==> src/rtl/axi2apb_ctrl.sv <==
`default_nettype none
// ============================================================================
// Module   : axi2apb_ctrl
// Purpose  : APB master sequencer of the AXI-to-APB bridge. Pops one decoded
//            AXI command at a time from the command queue, runs the APB
//            SETUP/ACCESS phases, waits for the matching response stage to
//            finish, and forces an error completion when the slave never
//            raises pready.
// Ports    : clk, rstn (async, active-low)
//            cmd_empty, cmd_read, WVALID       - queue head status / write data
//            finish_wr, finish_rd              - response stage handshakes
//            cmd_pop                           - one-cycle queue pop
//            psel, penable, pwrite             - registered APB controls
//            pready, pslverr                   - APB slave response
//            pready_o, pslverr_o               - qualified response to stages
//            busy                              - controller not idle
// Revision : 1.0 - initial release
// ============================================================================
module axi2apb_ctrl #(
  parameter int TIMEOUT = 64
) (
  input  logic clk,
  input  logic rstn,
  input  logic cmd_empty,
  input  logic cmd_read,
  input  logic WVALID,
  input  logic finish_wr,
  input  logic finish_rd,
  output logic cmd_pop,
  output logic psel,
  output logic penable,
  output logic pwrite,
  input  logic pready,
  input  logic pslverr,
  output logic pready_o,
  output logic pslverr_o,
  output logic busy
);

  // Counter wide enough to hold TIMEOUT itself; never narrower than 1 bit.
  localparam int CW = (TIMEOUT > 0) ? $clog2(TIMEOUT + 1) : 1;
  localparam logic [CW-1:0] C_CNT_MAX  = CW'(TIMEOUT);
  localparam logic [CW-1:0] C_CNT_LAST = CW'((TIMEOUT > 0) ? TIMEOUT - 1 : 0);
  localparam logic          C_TO_EN    = (TIMEOUT != 0);

  typedef enum logic [1:0] {
    S_IDLE      = 2'd0,
    S_SETUP     = 2'd1,
    S_ACCESS    = 2'd2,
    S_WAIT_RESP = 2'd3
  } state_t;

  state_t          r_state;
  state_t          w_state_nxt;
  logic            r_psel;
  logic            r_penable;
  logic            r_pwrite;
  logic            r_hold;
  logic [CW-1:0]   r_cnt;
  logic            w_psel_nxt;
  logic            w_penable_nxt;
  logic            w_pwrite_nxt;
  logic            w_hold_nxt;
  logic [CW-1:0]   w_cnt_nxt;
  logic            w_start;
  logic            w_finish;
  logic            w_to_hit;

  // The queue head only refreshes on the edge after cmd_pop, so the first
  // IDLE cycle after a completed command is a settle cycle (r_hold) and the
  // head is sampled one cycle later. This yields the 5-cycle command cadence.
  assign w_start  = !r_hold && !cmd_empty && (cmd_read || WVALID);

  // Direction comes from the latched pwrite, never from the live queue head.
  assign w_finish = r_pwrite ? finish_wr : finish_rd;

  assign w_to_hit = C_TO_EN && (r_state == S_ACCESS) &&
                    (r_cnt == C_CNT_LAST) && !pready;

  assign psel      = r_psel;
  assign penable   = r_penable;
  assign pwrite    = r_pwrite;
  assign busy      = (r_state != S_IDLE);
  assign cmd_pop   = (r_state == S_WAIT_RESP) && w_finish;
  // psel & penable is only true in ACCESS, so pready/pslverr are ignored
  // everywhere else.
  assign pready_o  = r_psel & r_penable & (pready | w_to_hit);
  assign pslverr_o = r_psel & r_penable &
                     ((pready & pslverr) | (w_to_hit & ~pready));

  always_ff @(posedge clk or negedge rstn) begin
    if (!rstn) begin
      r_state   <= S_IDLE;
      r_psel    <= 1'b0;
      r_penable <= 1'b0;
      r_pwrite  <= 1'b0;
      r_hold    <= 1'b0;
      r_cnt     <= '0;
    end else begin
      r_state   <= w_state_nxt;
      r_psel    <= w_psel_nxt;
      r_penable <= w_penable_nxt;
      r_pwrite  <= w_pwrite_nxt;
      r_hold    <= w_hold_nxt;
      r_cnt     <= w_cnt_nxt;
    end
  end

  always_comb begin
    w_state_nxt   = r_state;
    w_psel_nxt    = r_psel;
    w_penable_nxt = r_penable;
    w_pwrite_nxt  = r_pwrite;
    w_hold_nxt    = 1'b0;
    w_cnt_nxt     = r_cnt;
    case (r_state)
      S_IDLE: begin
        if (w_start) begin
          w_state_nxt   = S_SETUP;
          w_psel_nxt    = 1'b1;
          w_penable_nxt = 1'b0;
          w_pwrite_nxt  = ~cmd_read;
        end
      end
      S_SETUP: begin
        w_state_nxt   = S_ACCESS;
        w_penable_nxt = 1'b1;
        w_cnt_nxt     = '0;
      end
      S_ACCESS: begin
        if (pready || w_to_hit) begin
          w_state_nxt   = S_WAIT_RESP;
          w_psel_nxt    = 1'b0;
          w_penable_nxt = 1'b0;
        end else if (r_cnt != C_CNT_MAX) begin
          w_cnt_nxt = r_cnt + CW'(1);
        end
      end
      S_WAIT_RESP: begin
        if (w_finish) begin
          w_state_nxt = S_IDLE;
          w_hold_nxt  = 1'b1;
        end
      end
      default: begin
        w_state_nxt   = S_IDLE;
        w_psel_nxt    = 1'b0;
        w_penable_nxt = 1'b0;
      end
    endcase
  end

endmodule
`default_nettype wire
==> config.mk <==
export PLATFORM = sky130hd
export DESIGN_NAME = axi2apb_ctrl
export DESIGN_NICKNAME = d
export VERILOG_FILES = /design/src/rtl/axi2apb_ctrl.sv
export SDC_FILE = /design/constraint.sdc
export NUM_CORES = 1
export LEC_CHECK = 0
export ABC_AREA = 1
export CAP_MARGIN = 20
export CORE_ASPECT_RATIO = 1.1
export CORE_MARGIN = 5
export CORE_UTILIZATION = 45
export CTS_CLUSTER_DIAMETER = 80
export DETAILED_ROUTE_END_ITERATION = 12
export DONT_BUFFER_PORTS = 1
export GPL_ROUTABILITY_DRIVEN = 1
export GPL_TIMING_DRIVEN = 0
export SYNTH_ARGS = -nofsm -noshare
export SYNTH_HDL_FRONTEND = slang
export SYNTH_SLANG_ARGS = --single-unit
==> constraint.sdc <==
create_clock -name clk -period 2.3 [get_ports clk]
set_input_delay 0.23 -clock clk [delete_from_list [all_inputs] [get_ports clk]]
set_output_delay 0.23 -clock clk [all_outputs]
set_load 0.03 [all_outputs]
; Yosys cells after proc, flatten, opt, wreduce, memory -nomap -nowiden
; Index checks and enable logic that the tools add are counted.
[classes]
reduce_logical = 20
add_sub_neg = 1
bitwise_logic = 9
eq_ne = 10
n_mux = 15
[ops]
columns = op, n
row1 = 2-to-1 mux 7 bit, 2
row2 = one-hot mux 7 bit (2 select lines), 1
row3 = AND reduction 3 bit, 4
row4 = one-hot mux 2 bit (4 select lines), 1
row5 = "adder 7 x 1 -> 7 bit, second input constant", 1
row6 = "== test 7 x 6 -> 1 bit, second input constant", 1
row7 = "inequality test 7 bit, second input constant", 1
row8 = 2-to-1 mux 1 bit, 6
row9 = 2-to-1 mux 2 bit, 3
row10 = "inequality test 2 bit, second input constant", 3
row11 = nonzero test 2 bit, 3
row12 = bitwise AND 1 bit, 5
row13 = logical AND 1 bit, 5
row14 = "== test 2 bit, second input constant", 2
row15 = "inequality test 2 x 1 -> 1 bit, second input constant", 2
row16 = zero test 1 bit, 3
row17 = one-hot mux 1 bit (3 select lines), 1
row18 = nonzero test 3 bit, 1
row19 = "== test 2 x 1 -> 1 bit, second input constant", 1
row20 = zero test 2 bit, 1
row21 = logical OR 1 bit, 2
row22 = NOT 1 bit, 2
row23 = OR 1 bit, 2
row24 = one-hot mux 1 bit (2 select lines), 1
row25 = AND reduction 2 bit, 1
[word_totals]
regBits = 13
input_bits = 9

; Logic depth before layout (Yosys ltp)
; Gate-level depths: netlist of the first run.
[depth]
word_depth = 6
mapped_depth = 10
ltp_nobuf = 9

; Worst setup path before layout of the first run
; No wires, ideal clock.
[synth_timing]
path_kind = register to output
start = register r_state[0]
end = output pslverr_o
slack_ns = 0.298
t_arrival_ns = 1.772
required_time_ns = 2.070
stages_incl_launch_ff = 9
path_cell_list = dfrtp_1 -> inv_1 -> ha_1 -> buf_6 -> inv_4 -> nor2_1 -> nand3_2 -> a21oi_2 -> o21a_1
[synth_between]
elab_chain_cells = 6
[synth_lines]
columns = item, line
row1 = start: declaration, 53  ; state_t r_state;
row2 = start signal: assignment, 100  ; r_state <= w_state_nxt;
row3 = == test 2 bit, 77  ; assign w_to_hit = C_TO_EN && (r_state == S_ACCESS) &&
row4 = logical AND 1 bit, 77
row5 = logical AND 1 bit, 78  ; (r_cnt == C_CNT_LAST) && !pready;
row6 = bitwise AND 1 bit, 89  ; ((pready & pslverr) | (w_to_hit & ~pready));
row7 = OR 1 bit, 89
row8 = bitwise AND 1 bit, 88  ; assign pslverr_o = r_psel & r_penable &
row9 = end: declaration, 36  ; output logic pslverr_o,
; Every way passes these cells.

; Final worst setup path of the first run
; Same ends and word-level chain as after synthesis.

==> results.py, run 1 <==
metrics = {
    "synthesis": {
        "ys_types": 21,
        "yosys_register_bits": 13,
        "synthesis.area_um2": 930,
        "yosysWarningCount": 0,
        "avgSynthCellArea_um2": 7.15,
        "synth_seq_area_share_pct": 35.0,
        "synth_nets": 146,
        "synthCells": 130,
    },
    "timing": {
        "final.setup_skew_ns": 0.00248,
        "setup-tns-final_ns": 0,
        "finalSetupViolations": 0,
        "slew_headroom_pct": 57.4,
        "rsz0062_at_grt": "false",
        "tightest_slew_ns": 0.638,
        "drv_slew": 0,
        "hold_viol": 0,
        "fmax_ghz": 0.454,
        "finalCriticalPeriod_ns": 2.20,
        "hold_ws_ns": 0.0475,
        "fin_crit_sh_pct": 95.8,
    },
    "place": {
        "port_buffers": 0,
        "place.gp.congestion": 0.756,
        "place_hpwl_mm": 1.40,
    },
    "floorplan": {
        "fp.dieW_um": 53.3,
        "pin_count": 16,
        "start_util_pct": 46.5,
        "fp.dieH_um": 57.7,
        "num_rows": 17,
        "core_um2": 2000,
        "die_area_um2": 3080,
    },
    "grt": {
        "antenna_found_initial": 0,
        "grt_max_degree": 14,
        "overflow": 0,
        "grt_usage_pct": 13.5,
        "grt_pass1_wl_mm": 3.08,
        "grt_pass1_vias": 737,
    },
    "power_and_ir_drop": {
        "powerDensity_nw_per_um2": 1110,
        "ir_drop_v": 0.000721,
        "leakage_uw": 0.000537,
    },
    "min_path": {
        "hp-class": "input pin to flop",
    },
    "clock_network": {
        "clk_pin_slew_ns": 0.09,
        "cts_buffer_depth": 2,
        "cts_buffers": 3,
        "h-tree-depth": 1,
        "cts_root_buf": "clkbuf_4",
        "clock_latency_ns": 0.28,
        "clock-sinks": 13,
        "cts_tree": "yes",
    },
    "drt": {
        "vias": 804,
        "drt_first_pass_iters": 4,
        "via_per_inst": 4.90,
        "drtAntennaViolNets": 0,
        "drtIter0Drc": 15,
        "drc": 0,
        "routed_wl_mm": 1.89,
        "wl_per_cell_um": 11.5,
    },
    "layout": {
        "layout-drive-gt1-share_pct": 12.5,
        "nets": 153,
        "area_growth_syn_to_layout_pct": 10.2,
        "diodes": 0,
        "fin_util_pct": 51.3,
    },
    "outcome": {
        "status": "completed",
    },
    "flow_run": {
        "maxCapViolations": 0,
    },
    "worst_setup_path": {
        "arrival_ns": 1.97,
        "worstPathRequired_ns": 2.07,
        "cp_max_fo": 9,
        "end_kind": "output pin",
        "crit_type": "flop to output pin",
        "startpoint_type": "flop",
    },
}
path summary, 6_finish.rpt:
kind	start	slack, ns	cells past startpoint	to
max in group asynchronous	rstn	1.49	1	r_cnt[1]$_DFFE_PN0P_
max	r_state[0]$_DFFE_PN0P_	0.1	8	pslverr_o
min reg2reg	r_cnt[6]$_DFFE_PN0P_	0.54	2	r_cnt[6]$_DFFE_PN0P_
min in group asynchronous	rstn	0.40	1	pwrite$_DFFE_PN0P_
max reg2reg	r_state[0]$_DFFE_PN0P_	0.53	11	r_cnt[5]$_DFFE_PN0P_
min	cmd_read	0.05	1	pwrite$_DFFE_PN0P_
cells in the final DEF (no fill, tap or decap):
master         count
xor2_1             2
nor2_2             1
nand3_1           16
ha_1               7
inv_1             18
or2_2              1
nand2_1           38
nand4_1            3
nand2_2            2
buf_1              1
o21a_4             1
clkbuf_4           3
o21ai_0            3
nand3_2            4
o21bai_1           1
dlygate4sd3_1      1
o211ai_1           1
inv_4              1
dfrtp_1           13
a21oi_4            1
a21oi_1            1
clkinv_2           1
nor2_1            14
buf_4              1
buf_6              1
synth_stat cells:
library cell   n  area share, %
o211ai_1       1           0.81
xor2_1         2            1.9
nand3_2        4            4.3
a21oi_1        1           0.54
nand2_1       38             15
buf_1          1           0.40
or2_2          1           0.67
buf_6          1            1.2
dfrtp_1       13             35
nand2_2        2            1.3
o21bai_1       1           0.81
inv_1         18            7.3
a21oi_2        1           0.94
nor2_1        14            5.7
nand4_1        3            2.0
ha_1           7            9.4
inv_4          1           0.67
o21a_1         1           0.81
nor2_2         1           0.67
o21ai_0        3            1.6
nand3_1       16            8.6
power breakdown:
part           switching [uW]  internal (uW)  total, uW
registers                 116            293        408
clock network            80.9           64.5        145
logic                     397            188        585
flip-flops by register name (all words and copies together), names as in the netlist:
register	count
penable	1
psel	1
pwrite	1
r_cnt	7
r_hold	1
r_state	2
stage by stage:
stage / instance area [um^2] / worst slack [ns] / cells / power [uW]
after floorplan: 930 / 0.298 / 130 / 863
after global placement: 965 / 0.167 / 158 / 982
after detailed placement: 965 / 0.146 / 158 / 988
after CTS: 1020 / 0.0168 / 163 / 1150
after global routing: 1020 / 0.0105 / 164 / 1240
final: 1020 / 0.0968 / 164 / 1140
layout make-up:
class	instances	area [um^2]
Multi-Input combinational cell	96	531
Inverter	19	73.8
Timing Repair Buffer	2	17.5
Clock inverter	1	5.00
Sequential cell	13	325
Fill cell	218	975
Tap cell	28	35.0
Clock buffer	3	22.5
Buffer	2	15.0
repair_timing:
action                                  4_1_cts  5_1_grt
hold buffers                                  1        0
endpoints found under the setup margin        1        1
buffers inserted                              0        1
gates cloned                                  0        0
gates resized for setup                       3        0
hold endpoints to repair                     13        0
pin swaps                                     1        2
per-layer routing:
metal | GRT usage [%] | up-vias | share of wire (%) | routed length [um]
met1 | 17.7 | 362 | 49 | 924
li1 | - | 423 | - | -
met2 | 21.0 | 14 | 45 | 849
met3 | 2.57 | 5 | 3.9 | 74
met5 | 0 | - | 0 | 0
met4 | 6.57 | 0 | 2.1 | 40
worst max-delay path: stages, from the launching register on:
cell	delay [ns]
dfrtp_1	0.43
inv_1	0.12
ha_1	0.17
buf_6	0.15
inv_4	0.06
nor2_1	0.12
nand3_2	0.12
a21oi_4	0.30
o21a_4	0.24
cell families after synthesis:
group	count (synthesis)	synth area share [%]
buffers and inverters	21	9.56
DFF	13	35.0
xor gates and xnor gates	2	1.88
AOI/OAI and AO/OA	8	5.52
adders and majority gates	7	9.42
and+or+nand+nor	79	38.6
No activity file was read; power rests on OpenSTA's default activity.
==> run 2: changes to the inputs <==
--- a/config.mk
+++ b/config.mk
@@ -5,7 +5,6 @@
 export SDC_FILE = /design/constraint.sdc
 export NUM_CORES = 1
 export LEC_CHECK = 0
-export ABC_AREA = 1
 export CAP_MARGIN = 20
 export CORE_ASPECT_RATIO = 1.1
 export CORE_MARGIN = 5
==> run 2 against run 1 <==
  * Die area decreased by 6.8%
  * Cell count fell by 30%
  * Worst hold slack improved by 0.0038 ns
  * Non-clock buffer count stayed put
  * Maximum frequency grew 2.1%
  * Total power fell by 7.8%
==> results.py, run 2 <==
metrics = {
    "outcome": {
        "status": "completed",
    },
    "synthesis": {
        "synthesis.area_um2": 853,
        "yosys.cell_count.top_type": "dfrtp_1",
        "synth_seq_area_share_pct": 38.1,
        "synthArstFlopShare_pct": 100,
        "yosysWarningCount": 0,
        "synth_enable_flop_cells": 0,
        "yosysTopAreaCell": "dfrtp_1",
        "synthCells": 92,
        "synthFlopType": "dfrtp_1",
        "synth_nets": 108,
        "synth_common_cells": "dfrtp_1 (13), nand2_1 (9), ha_1 (7), inv_1 (7), nand3_1 (6)",
        "ys_types": 37,
        "avgSynthCellArea_um2": 9.28,
        "synth_top_cell_area_share_pct": 38.1,
        "yosys_register_bits": 13,
        "ys_top_cells_by_area": "dfrtp_1 (38%), ha_1 (10%), nand2_1 (4.0%)",
    },
    "grt": {
        "grt_max_degree": 14,
        "overflow": 0,
        "grt_usage_pct": 13.9,
        "grt_pass1_vias": 694,
        "grt_pass1_wl_mm": 3.05,
        "antenna_found_initial": 0,
    },
    "timing": {
        "drv_slew": 0,
        "rsz0062_at_grt": "false",
        "fin_crit_sh_pct": 93.8,
        "slew_headroom_pct": 57.8,
        "hold_viol": 0,
        "final.setup_skew_ns": 0.00306,
        "finalCriticalPeriod_ns": 2.16,
        "final.setup.worst_slack_ns": 0.143,
        "setup-tns-final_ns": 0,
        "hold_ws_ns": 0.0514,
        "fmax_ghz": 0.464,
        "tightest_slew_ns": 0.630,
        "finalSetupViolations": 0,
    },
    "layout": {
        "diodes": 0,
        "largestRegisters": "r_cnt x7, r_state x2",
        "final_area_um2": 926,
        "final_common_cell": "dfrtp_1",
        "regMostFlops": "r_cnt",
        "layout-drive-gt1-share_pct": 13.5,
        "multiInputGateArea_um2": 495,
        "area_growth_syn_to_layout_pct": 8.50,
        "register_area_um2": 325,
        "nets": 113,
        "n_fill_cell": 165,
        "largest_reg_flops": 7,
        "final_cell_mix": "dfrtp_1 (13), nand2_1 (9), inv_1 (7)",
    },
    "clock_network": {
        "cts_buffers": 3,
        "clock_latency_ns": 0.27,
        "cts_tree": "yes",
        "clock-sinks": 13,
        "cts_buffer_depth": 2,
        "cts_root_buf": "clkbuf_4",
        "h-tree-depth": 1,
        "cts_setup_buffers": 0,
        "clk_pin_slew_ns": 0.08,
    },
    "worst_setup_path": {
        "end_kind": "flop",
        "crit_type": "flop to flop",
        "reg2reg_depth": 6,
        "cp_max_fo": 10,
        "worstPathRequired_ns": 2.50,
        "startpoint_type": "flop",
        "arrival_ns": 2.36,
    },
    "place": {
        "place.gp.congestion": 0.773,
        "place_area_um2": 876,
        "pre_cts_ws_ns": -0.235,
        "place_hpwl_mm": 1.33,
        "port_buffers": 0,
    },
    "floorplan": {
        "num_rows": 16,
        "fp.dieH_um": 55.7,
        "fp.dieW_um": 51.5,
        "die_area_um2": 2870,
        "start_util_pct": 47.4,
        "pin_count": 16,
        "core_um2": 1800,
    },
    "drt": {
        "vias": 708,
        "drtAntennaViolNets": 0,
        "wl_per_cell_um": 16.0,
        "drt_first_pass_iters": 4,
        "drc": 0,
        "routed_wl_mm": 1.82,
        "drtIter0Drc": 17,
        "via_per_inst": 6.21,
    },
    "power_and_ir_drop": {
        "totalPowerFinal_uw": 1050,
        "leakage_uw": 0.000392,
        "powerDensity_nw_per_um2": 1130,
        "ir_drop_v": 0.000615,
    },
    "min_path": {
        "holdPathStages": 1,
        "hp-class": "input pin to flop",
    },
    "flow_run": {
        "maxCapViolations": 0,
    },
}
[run 2: final timing paths]
| path | start | endpoint | slack [ns] |
|---|---|---|---|
| max in group asynchronous | rstn | r_state[1]$_DFFE_PN0P_ | 1.49 |
| setup reg to reg | r_state[0]$_DFFE_PN0P_ | r_cnt[5]$_DFFE_PN0P_ | 0.14 |
| hold / removal | cmd_read | pwrite$_DFFE_PN0P_ | 0.05 |
| setup / recovery | r_state[0]$_DFFE_PN0P_ | r_cnt[5]$_DFFE_PN0P_ | 0.14 |
| min in group asynchronous | rstn | r_cnt[4]$_DFFE_PN0P_ | 0.41 |
| hold reg to reg | r_cnt[6]$_DFFE_PN0P_ | r_cnt[6]$_DFFE_PN0P_ | 0.56 |
[run 2: final cells by class]
type / count / share of cell area, %
plain buffers: 3 / 2.16
clock buffers: 4 / 2.84
inverters: 7 / 2.84
multi-input cells: 68 / 53.5
flip-flops and latches: 13 / 35.1
repair buffers: 1 / 1.08
well taps: 18 / 2.43
[run 2: worst max-delay path, stage by stage (launching register included)]
cell and delay (ns):
dfrtp_1 0.40, inv_1 0.10, ha_1 0.28, clkbuf_1 0.39, inv_1 0.21, or4b_1 0.57, o221ai_2 0.13
[run 2: kinds of logic (layout without fill, tap and decap cells)]
kind of cell             Yosys count  count (layout)  synth area share [%]
flip-flops                        13              13                  38.1
AO/OA/AOI/OAI                     25              25                  21.7
buffers and inverters             11              15                  5.72
multiplexers                       3               3                  3.67
adder cells (fa/ha/maj)            7               7                  10.3
AND/OR/NAND/NOR                   33              33                  20.5
[run 2: report_power, final]
group	total [uW]	switching [uW]	internal, uW
registers	389	100	289
clock network	144	76.6	67.1
logic	517	346	171
total	1050	523	527
[run 2: per-layer routing]
metal,part of all wire [%],track usage (%)
met2,48,20.5
met4,0.88,6.74
met3,3.6,2.68
met5,0,0
met1,47,18.9
[run 2: stage by stage]
stage          instances  utilization [%]
5_1_grt              114             51.4
4_1_cts              114             51.2
3_5_place_dp         110             48.6
3_3_place_gp         110             48.6
2_1_floorplan         92                -
6_report             114             51.4
[run 2: timing repair]
item                       4_1_cts  5_1_grt
pin swaps                        1        1
resized for setup                4        1
hold endpoints to repair        13        0
setup endpoints to repair        2        1
hold buffers                     1        0
==> run 3: changes to the inputs <==
--- a/config.mk
+++ b/config.mk
@@ -5,7 +5,6 @@
 export SDC_FILE = /design/constraint.sdc
 export NUM_CORES = 1
 export LEC_CHECK = 0
-export CAP_MARGIN = 20
 export CORE_ASPECT_RATIO = 1.1
 export CORE_MARGIN = 5
 export CORE_UTILIZATION = 45
@@ -14,6 +13,7 @@
 export DONT_BUFFER_PORTS = 1
 export GPL_ROUTABILITY_DRIVEN = 1
 export GPL_TIMING_DRIVEN = 0
+export PLACE_DENSITY = 0.6
 export SYNTH_ARGS = -nofsm -noshare
 export SYNTH_HDL_FRONTEND = slang
 export SYNTH_SLANG_ARGS = --single-unit
==> results of run 3 <==
Same layout as run 2: the final DEF is identical, and so are final timing and power.
